$ cat config.mk
export PLATFORM = sky130hd
export DESIGN_NAME = cpu_divmod_ctrl
export DESIGN_NICKNAME = d
export VERILOG_FILES = /design/src/rtl/cpu_divmod_ctrl.sv
export SDC_FILE = /design/constraint.sdc
export NUM_CORES = 1
export LEC_CHECK = 0
export CORE_AREA = 2 2 261 263
export CTS_CLUSTER_SIZE = 16
export DETAILED_ROUTE_END_ITERATION = 12
export DIE_AREA = 0 0 263 265
export GPL_TIMING_DRIVEN = 0
export RECOVER_POWER = 50
export SYNTH_ARGS = -nofsm -noshare
export SYNTH_HDL_FRONTEND = slang
export SYNTH_SLANG_ARGS = --single-unit
$ cat constraint.sdc
create_clock -name clk -period 2.1 [get_ports clk]
set_input_delay 0.21 -clock clk [delete_from_list [all_inputs] [get_ports clk]]
set_output_delay 0.21 -clock clk [all_outputs]
set_load 0.005 [all_outputs]
$ cat src/rtl/cpu_divmod_ctrl.sv
// Sequencer that shares the divmod32/divmod64 units with the execute stage.
// Optional macro CPU_DIVMOD_ZERO_BYPASS_EN answers zero-denominator commands without the unit.
module cpu_divmod_ctrl #(
    parameter int unsigned TAG_WIDTH = 5
) (
    input  logic                 clk,
    input  logic                 rst_n,
    input  logic                 req_valid,
    output logic                 req_ready,
    input  logic                 req_wide,
    input  logic                 req_signed,
    input  logic [63:0]          req_num,
    input  logic [63:0]          req_denom,
    input  logic [TAG_WIDTH-1:0] req_tag,
    output logic                 d32_enable,
    output logic                 d32_unsgn_or_sgn,
    output logic [31:0]          d32_num,
    output logic [31:0]          d32_denom,
    input  logic [31:0]          d32_quot,
    input  logic [31:0]          d32_rem,
    input  logic                 d32_can_accept_cmd,
    input  logic                 d32_data_ready,
    output logic                 d64_enable,
    output logic                 d64_unsgn_or_sgn,
    output logic [63:0]          d64_num,
    output logic [63:0]          d64_denom,
    input  logic [63:0]          d64_quot,
    input  logic [63:0]          d64_rem,
    input  logic                 d64_can_accept_cmd,
    input  logic                 d64_data_ready,
    output logic                 rsp_valid,
    input  logic                 rsp_ready,
    output logic [63:0]          rsp_quot,
    output logic [63:0]          rsp_rem,
    output logic [TAG_WIDTH-1:0] rsp_tag,
    output logic                 rsp_div_by_zero,
    output logic                 busy
);

    typedef enum logic [1:0] {StIdle, StIssue, StWait, StResp} state_e;

    state_e                 state_q, state_d;
    logic                   wide_q, wide_d;
    logic                   sgn_q, sgn_d;
    logic [63:0]            num_q, num_d;
    logic [63:0]            denom_q, denom_d;
    logic [63:0]            quot_q, quot_d;
    logic [63:0]            rem_q, rem_d;
    logic [TAG_WIDTH-1:0]   tag_q, tag_d;
    logic                   unit_free, unit_done;

    assign unit_free = wide_q ? d64_can_accept_cmd : d32_can_accept_cmd;
    assign unit_done = wide_q ? d64_data_ready : d32_data_ready;

`ifdef CPU_DIVMOD_ZERO_BYPASS_EN
    logic dbz_q, dbz_d;
    logic denom_zero;
    assign denom_zero = req_wide ? (req_denom == 64'h0) : (req_denom[31:0] == 32'h0);
    assign rsp_div_by_zero = dbz_q;
`else
    assign rsp_div_by_zero = 1'b0;
`endif

    always_comb begin
        state_d = state_q;
        wide_d  = wide_q;
        sgn_d   = sgn_q;
        num_d   = num_q;
        denom_d = denom_q;
        quot_d  = quot_q;
        rem_d   = rem_q;
        tag_d   = tag_q;
`ifdef CPU_DIVMOD_ZERO_BYPASS_EN
        dbz_d   = dbz_q;
`endif
        unique case (state_q)
            StIdle: begin
                if (req_valid) begin
                    wide_d  = req_wide;
                    sgn_d   = req_signed;
                    num_d   = req_num;
                    denom_d = req_denom;
                    tag_d   = req_tag;
                    state_d = StIssue;
`ifdef CPU_DIVMOD_ZERO_BYPASS_EN
                    dbz_d   = 1'b0;
                    if (denom_zero) begin
                        quot_d  = req_wide ? 64'hFFFF_FFFF_FFFF_FFFF : 64'h0000_0000_FFFF_FFFF;
                        rem_d   = req_wide ? req_num : {32'h0, req_num[31:0]};
                        dbz_d   = 1'b1;
                        state_d = StResp;
                    end
`endif
                end
            end
            StIssue: begin
                if (unit_free) state_d = StWait;
            end
            StWait: begin
                // Narrow results are zero-extended, never sign-extended.
                if (unit_done) begin
                    quot_d  = wide_q ? d64_quot : {32'h0, d32_quot};
                    rem_d   = wide_q ? d64_rem : {32'h0, d32_rem};
                    state_d = StResp;
                end
            end
            StResp: begin
                if (rsp_ready) state_d = StIdle;
            end
            default: state_d = StIdle;
        endcase
    end

    always_ff @(posedge clk or negedge rst_n) begin
        if (!rst_n) begin
            state_q <= StIdle;
            wide_q  <= 1'b0;
            sgn_q   <= 1'b0;
            num_q   <= 64'h0;
            denom_q <= 64'h0;
            quot_q  <= 64'h0;
            rem_q   <= 64'h0;
            tag_q   <= '0;
`ifdef CPU_DIVMOD_ZERO_BYPASS_EN
            dbz_q   <= 1'b0;
`endif
        end else begin
            state_q <= state_d;
            wide_q  <= wide_d;
            sgn_q   <= sgn_d;
            num_q   <= num_d;
            denom_q <= denom_d;
            quot_q  <= quot_d;
            rem_q   <= rem_d;
            tag_q   <= tag_d;
`ifdef CPU_DIVMOD_ZERO_BYPASS_EN
            dbz_q   <= dbz_d;
`endif
        end
    end

    // Operands are presented only while issuing; the units latch them on enable.
    always_comb begin
        d32_enable       = 1'b0;
        d32_unsgn_or_sgn = 1'b0;
        d32_num          = 32'h0;
        d32_denom        = 32'h0;
        d64_enable       = 1'b0;
        d64_unsgn_or_sgn = 1'b0;
        d64_num          = 64'h0;
        d64_denom        = 64'h0;
        if (state_q == StIssue) begin
            if (wide_q) begin
                d64_enable       = d64_can_accept_cmd;
                d64_unsgn_or_sgn = sgn_q;
                d64_num          = num_q;
                d64_denom        = denom_q;
            end else begin
                d32_enable       = d32_can_accept_cmd;
                d32_unsgn_or_sgn = sgn_q;
                d32_num          = num_q[31:0];
                d32_denom        = denom_q[31:0];
            end
        end
    end

    assign req_ready = (state_q == StIdle);
    assign busy      = (state_q != StIdle);
    assign rsp_valid = (state_q == StResp);
    assign rsp_quot  = quot_q;
    assign rsp_rem   = rem_q;
    assign rsp_tag   = tag_q;

endmodule

== Yosys cells after proc, flatten, opt, wreduce, memory -nomap -nowiden ==
Index checks and enable logic that the tools add are counted.
Word-level totals
  output and inout bits: 333
  register bits after elaboration: 265
Cells by class
  mux-type cells: 25
  eq/ne operators: 7
  reductions and logical operators: 5
Operator list (number)
  64-bit 2-to-1 mux: 6
  32-bit 2-to-1 mux: 4
  1-bit 2-to-1 mux: 10
  2-bit 2-to-1 mux: 4
  2-bit one-hot mux with 4 select lines: 1
  2-bit != test (second input constant): 3
  2-bit == test (second input constant): 2
  2-bit AND reduction: 2
  4-bit AND reduction: 1
  2-bit by 1-bit == test with 1-bit output (second input constant): 1
  2-bit logical NOT: 1
  2-bit by 1-bit != test with 1-bit output (second input constant): 1
  2-bit nonzero test: 1

== Longest topological paths before layout ==
Gate-level depths: netlist of run 1.
  word-level depth: 3
  gate-level depth with buffers: 8

== Worst setup path after synthesis of run 1 ==
Ideal clock, no wire load.
  kind: register -> register
  start point: register state_q[1]
  end point: register state_q[1]
  stages on the path, launching flop included: 7
  data required time: 1.975 ns
  library setup time: 0.125 ns
  data arrival time: 1.644 ns
  clock period less this slack: 1.769 ns
  buffers on the path: 0
  path slack: 0.331 ns
  path through: dfrtp_1 > inv_1 > ha_1 > nor2b_1 > a222oi_1 > o211a_1 > mux2_2
Between the ends
  cells in the longest elaborated chain, start to end: 3
  elaborated cells on any way between the ends: 10
Ends and longest elaborated chain
  start: declaration: line 42  | state_e state_q, state_d;
  start signal: assignment: line 116  | state_q <= StIdle;
  start signal: assignment: line 128  | state_q <= state_d;
  2-bit == test (tied with other cells): line 76  | unique case (state_q)
  2-bit != test (no source line) / 2-bit by 1-bit != test with 1-bit output (equally long branches)
  4-bit AND reduction (no source line)
Several ways; a longest one is shown, not always the timed one.
A chain may end at the register's enable or synchronous reset.

== Worst setup path in the final report of run 1 ==
  start point: register state_q[1]
  end point: output d64_num[24]
Between the ends
  cells in the longest elaborated chain, start to end: 2
Ends and longest elaborated chain
  2-bit by 1-bit == test with 1-bit output: line 152  | if (state_q == StIssue) begin
  64-bit 2-to-1 mux: line 152
  end: declaration: line 25  | output logic [63:0] d64_num,
Every way passes these cells.

==> results of run 1 <==
synthesized netlist by cell type, drive strengths merged:
| library cell | n | share of area, % |
|---|---|---|
| nand2 | 195 | 6.1 |
| clkbuf | 44 | 1.4 |
| o21ai | 65 | 2.7 |
| nor2b | 2 | 0.10 |
| dfrtp | 265 | 55 |
| a222oi | 1 | 0.083 |
| nand2b | 1 | 0.073 |
| ha | 5 | 0.52 |
| and2 | 66 | 3.4 |
| nand3 | 64 | 2.7 |
| mux2 | 136 | 13 |
| inv | 6 | 0.19 |
| mux2i | 65 | 5.4 |
| buf | 49 | 2.5 |
| o211a | 1 | 0.083 |
| conb | 1 | 0.031 |
| and3 | 130 | 6.8 |
| o32a | 1 | 0.083 |
repair_timing:
| item | CTS | global route |
|---|---|---|
| setup buffers | 28 | 10 |
| pin swaps | 21 | 2 |
| gates resized for setup | 456 | 129 |
| hold buffers | 1 | 0 |
| endpoints found under the setup margin | 445 | 384 |
| endpoints found under the hold margin | 89 | 0 |
| cloned | 4 | 1 |
stage by stage:
stage / util [%] / setup TNS [ps] / cells / hold slack, ps
finish: 32.5 / -41840 / 2737 / 188
global route: 32.5 / -80870 / 2737 / 157
CTS: 32.3 / -114750 / 2727 / 102
detailed placement: 29.7 / -222490 / 2638 / 149
global placement: 29.6 / -3081570 / 2636 / 453
floorplan: - / 0 / 1097 / -85.6
layout make-up:
class	instances	area (um^2)	share of cell area [%]
Antenna cell	1	2.50	0.0115
Clock inverter	12	91.3	0.421
Multi-Input combinational cell	733	5070	23.4
Clock buffer	45	888	4.09
Tap cell	873	1090	5.03
Sequential cell	265	6630	30.5
Buffer	92	871	4.01
Inverter	6	22.5	0.104
Timing Repair Buffer	710	7040	32.4
cells by family (layout without fill, tap and decap cells):
kind of cell | after synthesis | in the layout | synth area share [%]
other cells | 1 | 2 | 0.0312
fa+ha+maj | 5 | 5 | 0.520
buf+inv | 99 | 865 | 4.13
compound gates | 68 | 68 | 2.95
simple gates | 458 | 458 | 19.1
flops | 265 | 265 | 55.1
mux | 201 | 201 | 18.1
worst reg2reg max path, cell delays in order, from the launching register on:
cell      delay (ps)
dfrtp_1          370
buf_12           170
buf_4            200
mux2i_4          340
nand2b_2         200
buf_6            140
clkbuf_1         400
o21ai_0          200
path summary, 6_finish.rpt:
check                                  start      endpoint  slack, ps  cells past startpoint
worst max-delay path              state_q[1]   d64_num[24]       -430                      6
worst min-delay path             d64_rem[42]   rsp_rem[42]        190                      3
worst max register to register        wide_q  rsp_quot[28]        -70                      7
worst min register to register  rsp_quot[57]  rsp_quot[57]        460                      2
max in group asynchronous              rst_n   rsp_rem[46]        120                      3
min in group asynchronous              rst_n    rsp_tag[0]        460                      2
cell usage in the layout (no fill, tap or decap), types with 4 or more instances in the layout:
master           count
nand3_1             64
nand2_1            194
and3_1             123
clkbuf_1            15
and2_4              35
buf_2               52
clkdlybuf4s50_1    527
dfrtp_1            265
clkinv_2             9
dlygate4sd3_1       14
o21ai_0             63
clkbuf_8            14
clkbuf_2            23
buf_12               5
buf_6               66
inv_1                5
clkbuf_4             6
clkdlybuf4s15_2      6
buf_1                7
mux2_2             136
ha_1                 4
dlymetal6s2s_1      30
and2_1              31
and3_4               7
mux2i_1             64
clkbuf_16           39
dlygate4sd2_1        9
buf_8               12
buf_4               22
per-layer routing:
layer  part of all wire, %  up-vias
met4                   4.2        2
met1                    38     5431
met2                    50      497
met5                 0.025        -
li1                      -     5205
met3                   8.3       94
sequential cells by signal (all words and copies together) (netlist names):
signal / count
denom_q: 64
num_q: 64
rsp_quot: 64
rsp_rem: 64
rsp_tag: 5
sgn_q: 1
state_q: 2
wide_q: 1
power groups by stage:
stage               sequential, mW  combinational (mW)  clock (mW)
global route                  9.37                15.6        5.64
floorplan                     8.76                5.63           0
global placement              8.99                12.8           0
finish                        9.08                14.4        5.22
detailed placement            9.11                13.0           0
CTS                           9.07                14.5        5.43
==> flow_summary_export.csv, run 1 <==
group,metric,value,unit
die,start_util,18.0,%
critical_path,critPathBufInv,4,
cts,cts_buffers,31,
global_route,grt_max_degree,113,
cts,insertion_delay,590,ps
power,p_sw_share,34.2,%
route,ant_nets,0,
final_layout,final_area,0.0217,mm^2
die,core_area,0.0668,mm^2
global_route,gr-max-usage-layer,"met2",
die,io_pins,668,
final_layout,fill_cells,6760,
final_layout,syn2layout_area_growth,80.4,%
critical_path,crit_arrival,2320,ps
timing,fin_crit_sh,121,%
critical_path,crit_family,"buffers and inverters",
synthesis,avgSynthCellArea,11.0,um^2
timing,fin_crit,2530,ps
global_route,grt_pass1_wl,76.0,mm
die,num_rows,95,
synthesis,ys_seq_area_share,55.1,%
power,total_power,28.7,mW
critical_path,path_cells,"inv_2 -> ha_4 -> clkbuf_16 -> clkbuf_8 -> and3_1 -> clkdlybuf4s50_1",
global_route,met2_usage,25.3,%
place,dp_hpwl,40.4,mm
power,clockPowerShare,18.2,%
final_layout,drive_gt1_share,23.7,%
min_path,hp-class,"in -> reg",
die,die_h,265,um
timing,fmax,395,MHz
synthesis,synth_nets,1437,
outcome,status,"finished with violations",
global_route,grt_pass1_vias,12200,
cts,cts_buffer_depth,3,
cts,cts_tree,"done",
critical_path,required,1890,ps
route,post_drt_wl_per_cell,18.8,um
power,p_comb_share,50.1,%
global_route,grtUsageMet3,4.40,%
power,p_int,18.9,mW
outcome,violations,"negative setup slack",
timing,rsz0062_at_grt,"yes",
synthesis,synth_cell_types,23,
timing,max_slew.worst_pin.slew,1290,ps
route,via_per_inst,4.10,
power,pwr-share-seq,31.7,%
power,power.switching,9.80,mW
critical_path,slowest_delay,520,ps
power,ir_drop,744,uV
cts,htreeDepth,1,
synthesis,syn_inst,1097,
route,via_count,11200,
synthesis,ys_warn_count,0,
place,io_buffers,666,
power,p_leak,10.6,nW
timing,fin_worst_skew,17.1,ps
cts,root_buffer,"clkbuf_16",
run,drv_cap,0,
timing,setup_viol,166,
critical_path,crit_slowest_cell,"clkdlybuf4s50_1",
cts,cts_sinks,265,
timing,final-max-slew-violation-count,0,
timing,maxSlewHeadroom,14.3,%
place,globalplace.congestion,0.887,
synthesis,synth_seq_cells,265,
critical_path,worstPathMaxFanout,10,
critical_path,cp-start-kind,"flop",
cts,clkTransAtPathRegs,60,ps
die,dieArea,0.0697,mm^2
route,wirelength,51.5,mm
critical_path,worstSetupEndpointType,"output pin",
critical_path,critPathKind,"reg -> out",
global_route,grt_util_met1,15.6,%
place,place_ws,-1350,ps
route,drtIter0Drc,497,
timing,fin_ws,-434,ps
route,drc,0,
final_layout,fin_nets,2179,
place,dpl-instance-area,0.0199,mm^2
global_route,grt.total_usage,14.2,%
power,cellPowerDensity,1320,mW/mm^2
route,dr.pass1.iters,4,
global_route,grt_overflow,0,
timing,hold_viol,0,
global_route,antenna_found_initial,3,
die,die_w,263,um
synthesis,synth_area,0.0120,mm^2
Power figures use the tool's default switching activity.
==> inputs of run 2 (changes only) <==
--- a/config.mk
+++ b/config.mk
@@ -6,6 +6,7 @@
 export NUM_CORES = 1
 export LEC_CHECK = 0
 export CORE_AREA = 2 2 261 263
+export CTS_BUF_LIST = sky130_fd_sc_hd__clkbuf_16
 export CTS_CLUSTER_SIZE = 16
 export DETAILED_ROUTE_END_ITERATION = 12
 export DIE_AREA = 0 0 263 265
==> flow_summary_export.csv, run 2 (same netlist as run 1, synthesis figures left out) <==
group,metric,value,unit
cts,cts_buffers,31,
run,drv_cap,0,
critical_path,worstPathMaxFanout,5,
die,die_w,263,um
route,wirelength,52.5,mm
global_route,grt_max_degree,113,
place,globalplace.congestion,0.887,
outcome,status,"finished with violations",
die,num_rows,95,
timing,maxSlewHeadroom,14.5,%
power,power.switching,10.0,mW
die,io_pins,668,
global_route,antenna_found_initial,3,
route,via_per_inst,4.10,
timing,fin_worst_skew,16.0,ps
cts,cts_sinks,265,
timing,fin_crit,2540,ps
final_layout,final_cell_mix,"clkdlybuf4s50_1, dfrtp_1, nand2_1",
global_route,grt_pass1_vias,12200,
critical_path,cp-start-kind,"flop",
die,core_area,0.0668,mm^2
timing,hold_viol,0,
power,clockPowerShare,17.1,%
cts,cts_buffer_depth,3,
timing,setup_viol,220,
critical_path,critPathKind,"reg -> out",
route,post_drt_wl_per_cell,19.1,um
cts,clkTransAtPathRegs,60,ps
power,ir_drop,757,uV
power,pwr-share-seq,31.3,%
global_route,grt_pass1_wl,75.9,mm
critical_path,worstSetupEndpointType,"output pin",
cts,root_buffer,"clkbuf_16",
min_path,hp-class,"in -> reg",
timing,fin_crit_sh,121,%
power,cellPowerDensity,1320,mW/mm^2
final_layout,drive_gt1_share,25.7,%
route,drtIter0Drc,494,
power,p_sw_share,34.5,%
power,p_int,19.0,mW
route,drc,0,
outcome,violations,"negative setup slack",
final_layout,mostFrequentLayoutCell,"clkdlybuf4s50_1",
final_layout,finalNonFillerCells,2752,
timing,fmax,394,MHz
place,io_buffers,666,
final_layout,final_area,0.0221,mm^2
place,dpl.cell_count,2638,
final_layout,fin_nets,2193,
global_route,grt.total_usage,14.2,%
critical_path,crit_arrival,2330,ps
timing,final-max-slew-violation-count,0,
route,dr.pass1.iters,6,
die,die_h,265,um
place,dpl-instance-area,0.0199,mm^2
power,p_leak,10.7,nW
timing,rsz0062_at_grt,"yes",
critical_path,required,1890,ps
power,p_comb_share,51.7,%
cts,insertion_delay,590,ps
die,start_util,18.0,%
die,dieArea,0.0697,mm^2
timing,timing.hold.ws,188,ps
final_layout,syn2layout_area_growth,83.5,%
place,place_ws,-1350,ps
timing,max_slew.worst_pin.slew,1280,ps
route,via_count,11300,
place,dp_hpwl,40.4,mm
timing,fin_ws,-441,ps
cts,htreeDepth,1,
route,ant_nets,0,
global_route,grt_overflow,0,
cts,cts_tree,"done",
==> run 2: power by group through the flow <==
stage | sequential [mW] | combinational [mW] | clock [mW]
2_1_floorplan | 8.76 | 5.63 | 0
3_3_place_gp | 8.99 | 12.8 | 0
3_5_place_dp | 9.11 | 13.0 | 0
4_1_cts | 9.07 | 14.5 | 5.16
5_1_grt | 9.37 | 16.2 | 5.38
6_report | 9.08 | 15.0 | 4.96
==> run 2: metal layers <==
metal,global-route usage [%],up-vias,wire length [um]
met5,0,-,13
met4,6.07,2,2220
met3,4.40,89,4280
met2,25.2,502,25800
met1,15.5,5439,20100
li1,-,5240,-
==> run 2: area by class of cell <==
class	count	area, um^2
Multi-Input combinational cell	733	5150
Fill cell	6709	44700
Buffer	91	867
Tap cell	873	1090
Timing Repair Buffer	725	7390
Clock buffer	31	776
Antenna cell	2	5.00
Inverter	6	22.5
Sequential cell	265	6630
Clock inverter	26	144
==> run 2: final timing paths <==
check                              from             to  slack (ps)  cells after the start
setup reg to reg             state_q[0]      num_q[26]        -180                      6
max in group asynchronous         rst_n    rsp_rem[46]         150                      3
setup / recovery             state_q[1]  d32_denom[23]        -440                     10
hold / removal             d64_quot[44]   rsp_quot[44]         190                      3
hold reg to reg             rsp_rem[61]    rsp_rem[61]         460                      2
min in group asynchronous         rst_n     rsp_tag[0]         450                      2
==> run 2: repair_timing <==
item / in CTS / in global routing
hold buffers: 1 / 0
cloned: 4 / 4
hold endpoints to repair: 89 / 0
gates resized for setup: 456 / 212
pin swaps: 21 / 6
setup buffers: 28 / 23
setup endpoints to repair: 444 / 384
==> run 2: stage by stage <==
step | power [mW] | util, % | setup TNS [ps]
finish | 29.1 | 33.0 | -54400
global route | 31.0 | 33.0 | -93510
CTS | 28.7 | 32.2 | -114740
detailed placement | 22.1 | 29.7 | -222490
global placement | 21.8 | 29.6 | -3081570
floorplan | 14.4 | - | 0
==> run 2: critical path, stage by stage (launching register included) <==
cell       delay (ps)
dfrtp_1           390
inv_2              90
ha_4              180
nor2b_4           280
buf_12            190
buf_12            110
buf_6              90
clkbuf_16         130
buf_6              90
and2_4            130
buf_6              80
